### src/rtl/led_sequencer.sv
// Multi-channel status LED pattern generator: rotate/blink/bounce/count patterns,
// stepped by a speed-selectable prescaler, gated by a global PWM brightness.
module led_sequencer #(
    parameter int CLK_HZ     = 24_000_000,
    parameter int NUM_LEDS   = 3,
    parameter int STEP_MS    = 250,
    parameter int PWM_BITS   = 8,
    parameter bit ACTIVE_LOW = 1'b1
) (
    input  logic                sys_clk,
    input  logic                sys_rst_n,
    input  logic [1:0]          mode,
    input  logic [1:0]          speed,
    input  logic                pause,
    input  logic [PWM_BITS-1:0] brightness,
    output logic [NUM_LEDS-1:0] led,
    output logic                step_tick
);

    localparam int STEP_CYCLES = CLK_HZ / 1000 * STEP_MS;
    localparam int CNT_W       = $clog2(STEP_CYCLES + 1);
    localparam logic [31:0] STEP_LIM = 32'(STEP_CYCLES);

    localparam logic [1:0] MODE_ROTATE = 2'b00;
    localparam logic [1:0] MODE_BLINK  = 2'b01;
    localparam logic [1:0] MODE_BOUNCE = 2'b10;
    localparam logic [1:0] MODE_COUNT  = 2'b11;

    localparam logic [NUM_LEDS-1:0] PAT_FIRST = NUM_LEDS'(1);
    localparam logic [NUM_LEDS-1:0] LED_OFF   = ACTIVE_LOW ? '1 : '0;

    logic [CNT_W-1:0]    prescaler;
    logic [PWM_BITS-1:0] pwm_cnt;
    logic [1:0]          mode_q;
    logic [NUM_LEDS-1:0] pat;
    logic                dir;
    logic [31:0]         limit;
    logic                tick_p0;
    logic                pwm_on_p0;
    logic [NUM_LEDS-1:0] lit_p0;
    logic [NUM_LEDS-1:0] pat_nxt;
    logic                dir_nxt;

    function automatic logic [NUM_LEDS-1:0] init_pat(input logic [1:0] m);
        case (m)
            MODE_BLINK: init_pat = '1;
            MODE_COUNT: init_pat = '0;
            default:    init_pat = PAT_FIRST;
        endcase
    endfunction

    // A limit of 0 or 1 both mean a tick every cycle; LIMIT-1 must not underflow.
    assign limit   = STEP_LIM >> speed;
    assign tick_p0 = !pause && ((limit <= 32'd1) || (32'(prescaler) >= (limit - 32'd1)));

    assign pwm_on_p0 = (&brightness) || (pwm_cnt < brightness);
    assign lit_p0    = pat & {NUM_LEDS{pwm_on_p0}};

    always_comb begin
        pat_nxt = pat;
        dir_nxt = dir;
        if (mode != mode_q) begin
            pat_nxt = init_pat(mode);
            dir_nxt = 1'b1;
        end else begin
            case (mode_q)
                MODE_ROTATE: pat_nxt = {pat[NUM_LEDS-2:0], pat[NUM_LEDS-1]};
                MODE_BLINK:  pat_nxt = ~pat;
                MODE_BOUNCE: begin
                    // dir flips as the one-hot lands on an end bit, so each end shows once.
                    if (dir) begin
                        pat_nxt = pat << 1;
                        dir_nxt = ~pat[NUM_LEDS-2];
                    end else begin
                        pat_nxt = pat >> 1;
                        dir_nxt = pat[1];
                    end
                end
                default:     pat_nxt = pat + NUM_LEDS'(1);
            endcase
        end
    end

    // Stage boundary: prescaler/pattern/PWM state and the registered pin drive.
    always_ff @(posedge sys_clk) begin
        if (!sys_rst_n) begin
            prescaler <= '0;
            pwm_cnt   <= '0;
            step_tick <= 1'b0;
            mode_q    <= MODE_ROTATE;
            pat       <= PAT_FIRST;
            dir       <= 1'b1;
            led       <= LED_OFF;
        end else begin
            pwm_cnt   <= pwm_cnt + PWM_BITS'(1);
            step_tick <= tick_p0;
            if (tick_p0) begin
                prescaler <= '0;
                pat       <= pat_nxt;
                dir       <= dir_nxt;
                mode_q    <= mode;
            end else if (!pause) begin
                prescaler <= prescaler + CNT_W'(1);
            end
            led <= ACTIVE_LOW ? ~lit_p0 : lit_p0;
        end
    end

endmodule

### config.mk
export PLATFORM = sky130hd
export DESIGN_NAME = led_sequencer
export DESIGN_NICKNAME = d
export VERILOG_FILES = /design/src/rtl/led_sequencer.sv
export SDC_FILE = /design/constraint.sdc
export NUM_CORES = 1
export LEC_CHECK = 0
export ABC_CLOCK_PERIOD_IN_PS = 3500
export CAP_MARGIN = 10
export CORE_MARGIN = 2
export CORE_UTILIZATION = 63
export CTS_CLUSTER_SIZE = 12
export DETAILED_ROUTE_END_ITERATION = 8
export DONT_BUFFER_PORTS = 1
export GPL_ROUTABILITY_DRIVEN = 0
export PLACE_DENSITY = 0.86
export SLEW_MARGIN = 20
export SYNTH_ARGS = -nofsm -noshare
export SYNTH_HDL_FRONTEND = slang
export SYNTH_SLANG_ARGS = --single-unit
### constraint.sdc
create_clock -name sys_clk -period 3.5 [get_ports sys_clk]
set_clock_uncertainty 0.2 [all_clocks]
set_input_delay 0.35 -clock sys_clk [delete_from_list [all_inputs] [get_ports sys_clk]]
set_output_delay 0.35 -clock sys_clk [all_outputs]
set_load 0.05 [all_outputs]
Word-level counts from Yosys, hierarchy flattened:

Index checks and enable logic that the tools add are counted.

* flip-flop bits (word level): 41
* logic and storage cells: 41

* muxes and demuxes: 7
* eq/ne operators: 5
* magnitude comparators: 3
* shift operators: 1
* reductions and logical operators: 9
* bitwise operators: 5
* $add $sub $neg: 4

Operators with widths (number)
* $ge A23 B32 Y1: 1
* $le A32 B1 Y1 const B: 1
* $shr A23 B2 Y32 const A: 1
* $sub A32 B1 Y32 const B: 1
* $add A23 B1 Y23 const B: 1
* $pmux W3 S3: 1
* $add A8 B1 Y8 const B: 1
* $lt A8 B8 Y1: 1
* $reduce_and A8 Y1: 1
* $mux W3: 2
* $not A3 Y3: 2
* $pmux W3 S2: 1
* $eq A2 B1 Y1 const B: 2
* $eq A2 B2 Y1 const B: 2
* $add A3 B1 Y3 const B: 1
* $and A3 B3 Y3: 1
* $mux W1: 3
* $logic_not A2 Y1: 1
* $logic_or A1 B1 Y1: 2
* $ne A2 B2 Y1: 1
* $not A1 Y1: 2
* $reduce_and A2 Y1: 1
* $reduce_bool A2 Y1: 1
* $reduce_or A2 Y1: 1
* 2 further kinds: 2

Longest topological paths before layout:

* depth in word-level cells: 6
* depth in mapped cells: 14
* mapped depth without buffers: 11

Worst setup path before layout:

OpenSTA, ideal clock, no wires.

* path kind: in2reg
* start point: input port speed[0]
* end point: register prescaler[10]
* slack: 0.776 ns
* library setup time: 0.115 ns
* data arrival time: 2.410 ns
* cell stages on the path: 14
* required time: 3.185 ns
* path through: inv_1 -> ha_1 -> inv_1 -> ha_1 -> clkbuf_1 -> ha_1 -> nand3_2 -> nor4_2 -> or3b_1 -> o221ai_2 -> or2_1 -> buf_6 -> buf_6 -> nor2_1

* cells in the longest elaborated chain, start to end: 6
* elaborated cells on any way between the ends: 7

Ends and longest elaborated chain
* from (decl): line 13 `input logic [1:0] speed,`
* $shr A23 B2 Y32 (*): line 53 `assign limit = STEP_LIM >> speed;`
* $sub A32 B1 Y32: line 54 `assign tick_p0 = !pause && ((limit <= 32'd1) || (32'(prescaler) >= (limit - 32'd1)));`
* $ge A23 B32 Y1: line 54
* $logic_or A1 B1 Y1 (*): line 54
* $logic_and A1 B1 Y1 (*): line 54
* $reduce_or A2 Y1 (no line) (*)
* to (signal assigned): line 103 `prescaler <= prescaler + CNT_W'(1);`
* to (decl): line 32 `logic [CNT_W-1:0] prescaler;`

Mark *: on every way between the ends. The rest lies on a longest branch, timed or not.
A chain may end at the register's enable or synchronous reset.

Worst setup path after layout:

* start point: input port speed[0]
* end point: register prescaler[4]

Same word-level chain as after synthesis.

==> flow_summary.yaml <==
outcome:
  status: "finished, final reports clean"
setup_path:
  startpoint_type: "input port"
  critPathCaptureType: "flip-flop"
  worstPathArrival_ps: 2810
  crit_top_cell: "ha_1"
  cp_slowest_stage_delay_ps: 310
  path_cells: "inv_1, ha_1, inv_1, ha_1, ha_1, a21oi_1, o21ai_0, a211oi_1, o221ai_2, or2_1, buf_4, nor2_1"
  cp_slowest_cell: "ha_1"
  required_ps: 3530
  criticalPathCategory: "in2reg"
  critPathMaxFanout: 14
  crit_family: "adder cells"
  critPathBufInv: 3
route:
  wl_per_cell_um: 14.2
  viasPerCell: 5.84
  firstDrtPassIters: 4
  routed_wl_um: 5040
  vias: 2074
  post-route-drc-count: 0
  drt_iter0_markers: 81
  ant_nets: 0
floorplan:
  start_util: 0.657
  num_rows: 23
  core-area_mm2: 0.00403
  die_w_um: 68.8
  die_height_um: 68.8
  die_area_mm2: 0.00473
  io_pins: 19
clock_tree:
  cts_hold_buf: 4
  worstSkewPairLatency_ps: 290
  cts_tree: "yes"
  clockBufferDepth: 2
  clock_sinks: 41
  cts_made_buffers: 5
  cts-resized-gates: 0
  clkSlewWorstSetupHoldPaths_ps: 80
  htreeDepth: 2
  postCtsSetupRepairBufs: 0
  clock-root-buffer: "clkbuf_8"
power:
  pwr-share-seq: 0.521
  internal_power_mw: 0.713
  p_comb_frac: 0.082
  sw_frac_of_total: 0.228
  clockPowerShare: 0.398
  vdd_drop_max_mv: 0.273
  p_per_area_mw_per_mm2: 331
  power.leakage_nw: 1.18
  p_sw_mw: 0.210
synthesis:
  ys_types: 51
  yosysMostFrequentCell: "dfxtp_1"
  yosysWarnings: 0
  synthTopCellsByArea: "dfxtp_1 31%, ha_1 18%, nor2_1 5.7%"
  syn_nets: 357
  syn_area_mm2: 0.00265
  avgSynthCellArea_um2: 8.73
  yosysSeqAreaShare: 0.310
  synth_edf_count: 0
  synth_seq_cells: 41
  synth_top_flop_cell: "dfxtp_1"
  netlist_top_cells_count: "41 x dfxtp_1, 40 x nor2_1, 39 x ha_1"
  synth_largest_area_cell: "dfxtp_1"
  synthArstFlopShare: 0
  synth_top_cell_area_share: 0.310
  netlist_instances: 303
cells_and_area:
  final_core_util: 0.691
  fillers: 320
  diodes: 0
  area_growth_pct: 5.25
  nNetsFinal: 359
  drive_above_1_share: 0.0689
timing:
  rsz0062_at_grt: "no"
  finalCriticalPeriod_ps: 2780
  setup_viol: 0
  slew_headroom: 0.643
  period_share: 0.795
  fmax_ghz: 0.359
  maxSlewViolCount: 0
  finalHoldViolations: 0
  setup_tns_ps: 0
  worst_pin_slew_ps: 536
global_route:
  overflow: 0
  grt_max_degree: 15
  grt_pass1_vias: 2026
  grt_first_pass_wirelength_um: 8510
  antenna_found_initial: 0
  grtUsageTotal: 0.241
hold_path:
  min_path_type: "in2reg"
job:
  maxCapViolations: 0
placement:
  hpwlAfterDp_um: 3840
  port_buffers: 0
final timing paths:
path,cells past startpoint,startpoint,to,slack (ps)
worst max register to register,8,prescaler[11],prescaler[4],940
worst min register to register,1,pwm_cnt[0],pwm_cnt[0],270
worst min-delay path,2,pause,prescaler[1],10
worst max-delay path,12,speed[0],prescaler[4],720
worst register-to-register path, delay by kind of cell (launching register included):
kind / cells / cell delay, ps
AO/OA/AOI/OAI: 2 / 550
adder cells (fa/ha/maj): 1 / 360
buffers and inverters: 1 / 200
flip-flops: 1 / 390
AND/OR/NAND/NOR: 4 / 750
flip-flops by register name, summed over array words and instances, names as in the netlist:
signal     cells
prescaler     23
step_tick      1
pat            3
dir            1
mode_q         2
led            3
pwm_cnt        8
area by class of cell:
cell class                      count  area [µm²]  area share
Clock buffer                        5        68.8      0.0247
Clock inverter                      2        35.0      0.0126
Inverter                           23        86.3      0.0310
Multi-Input combinational cell    228        1660       0.595
Sequential cell                    41         821       0.295
Tap cell                           50        62.6      0.0225
Timing Repair Buffer                6        55.1      0.0198
stage by stage:
| step | setup slack [ps] | instances | area, µm² | power, mW | hold slack [ps] |
|---|---|---|---|---|---|
| 2_1_floorplan | 776 | 303 | 2650 | 0.554 | 212 |
| 3_3_place_gp | 475 | 344 | 2640 | 0.558 | 214 |
| 3_5_place_dp | 385 | 344 | 2640 | 0.562 | 221 |
| 4_1_cts | 716 | 355 | 2780 | 0.935 | 2.99 |
| 5_1_grt | 509 | 355 | 2780 | 0.967 | 2.66 |
| 6_report | 716 | 355 | 2780 | 0.923 | 14.9 |
power by group through the flow:
stage	sequential [mW]	clock [mW]	combinational, mW
5_1_grt	0.481	0.400	0.0859
2_1_floorplan	0.490	0	0.0640
6_report	0.480	0.367	0.0755
3_3_place_gp	0.491	0	0.0671
3_5_place_dp	0.491	0	0.0709
4_1_cts	0.480	0.378	0.0758
cell families (layout without fill, tap and decap cells):
kind of cell | Yosys count | after routing | share of synthesized area
and+or+nand+nor | 115 | 115 | 0.228
AOI/OAI and AO/OA | 42 | 42 | 0.106
DFF | 41 | 41 | 0.310
adders and majority gates | 39 | 39 | 0.184
buffers and inverters | 34 | 36 | 0.0639
xor gates and xnor gates | 30 | 30 | 0.0993
muxes | 2 | 2 | 0.00757
layout by cell type, fill, tap and decap left out, drive strengths merged, types with 2 or more instances in the layout:
cell type / n
ha: 39
nor2: 42
nor4: 2
o211ai: 2
nand2: 13
nor3b: 5
xor2: 17
and3: 6
dlygate4sd3: 4
inv: 23
xnor2: 13
a211oi: 3
o21ai: 9
mux2i: 2
and2: 2
dfxtp: 41
buf: 2
a21oi: 15
nand4: 9
clkbuf: 5
nand3: 23
a22oi: 2
nor3: 4
or2: 2
per-layer routing:
layer  share of wire  GRT usage
met5               0          0
met4          0.0069     0.0833
met1            0.46      0.280
met2            0.49      0.429
met3           0.041     0.0584
(Power assumes the default switching activity.)
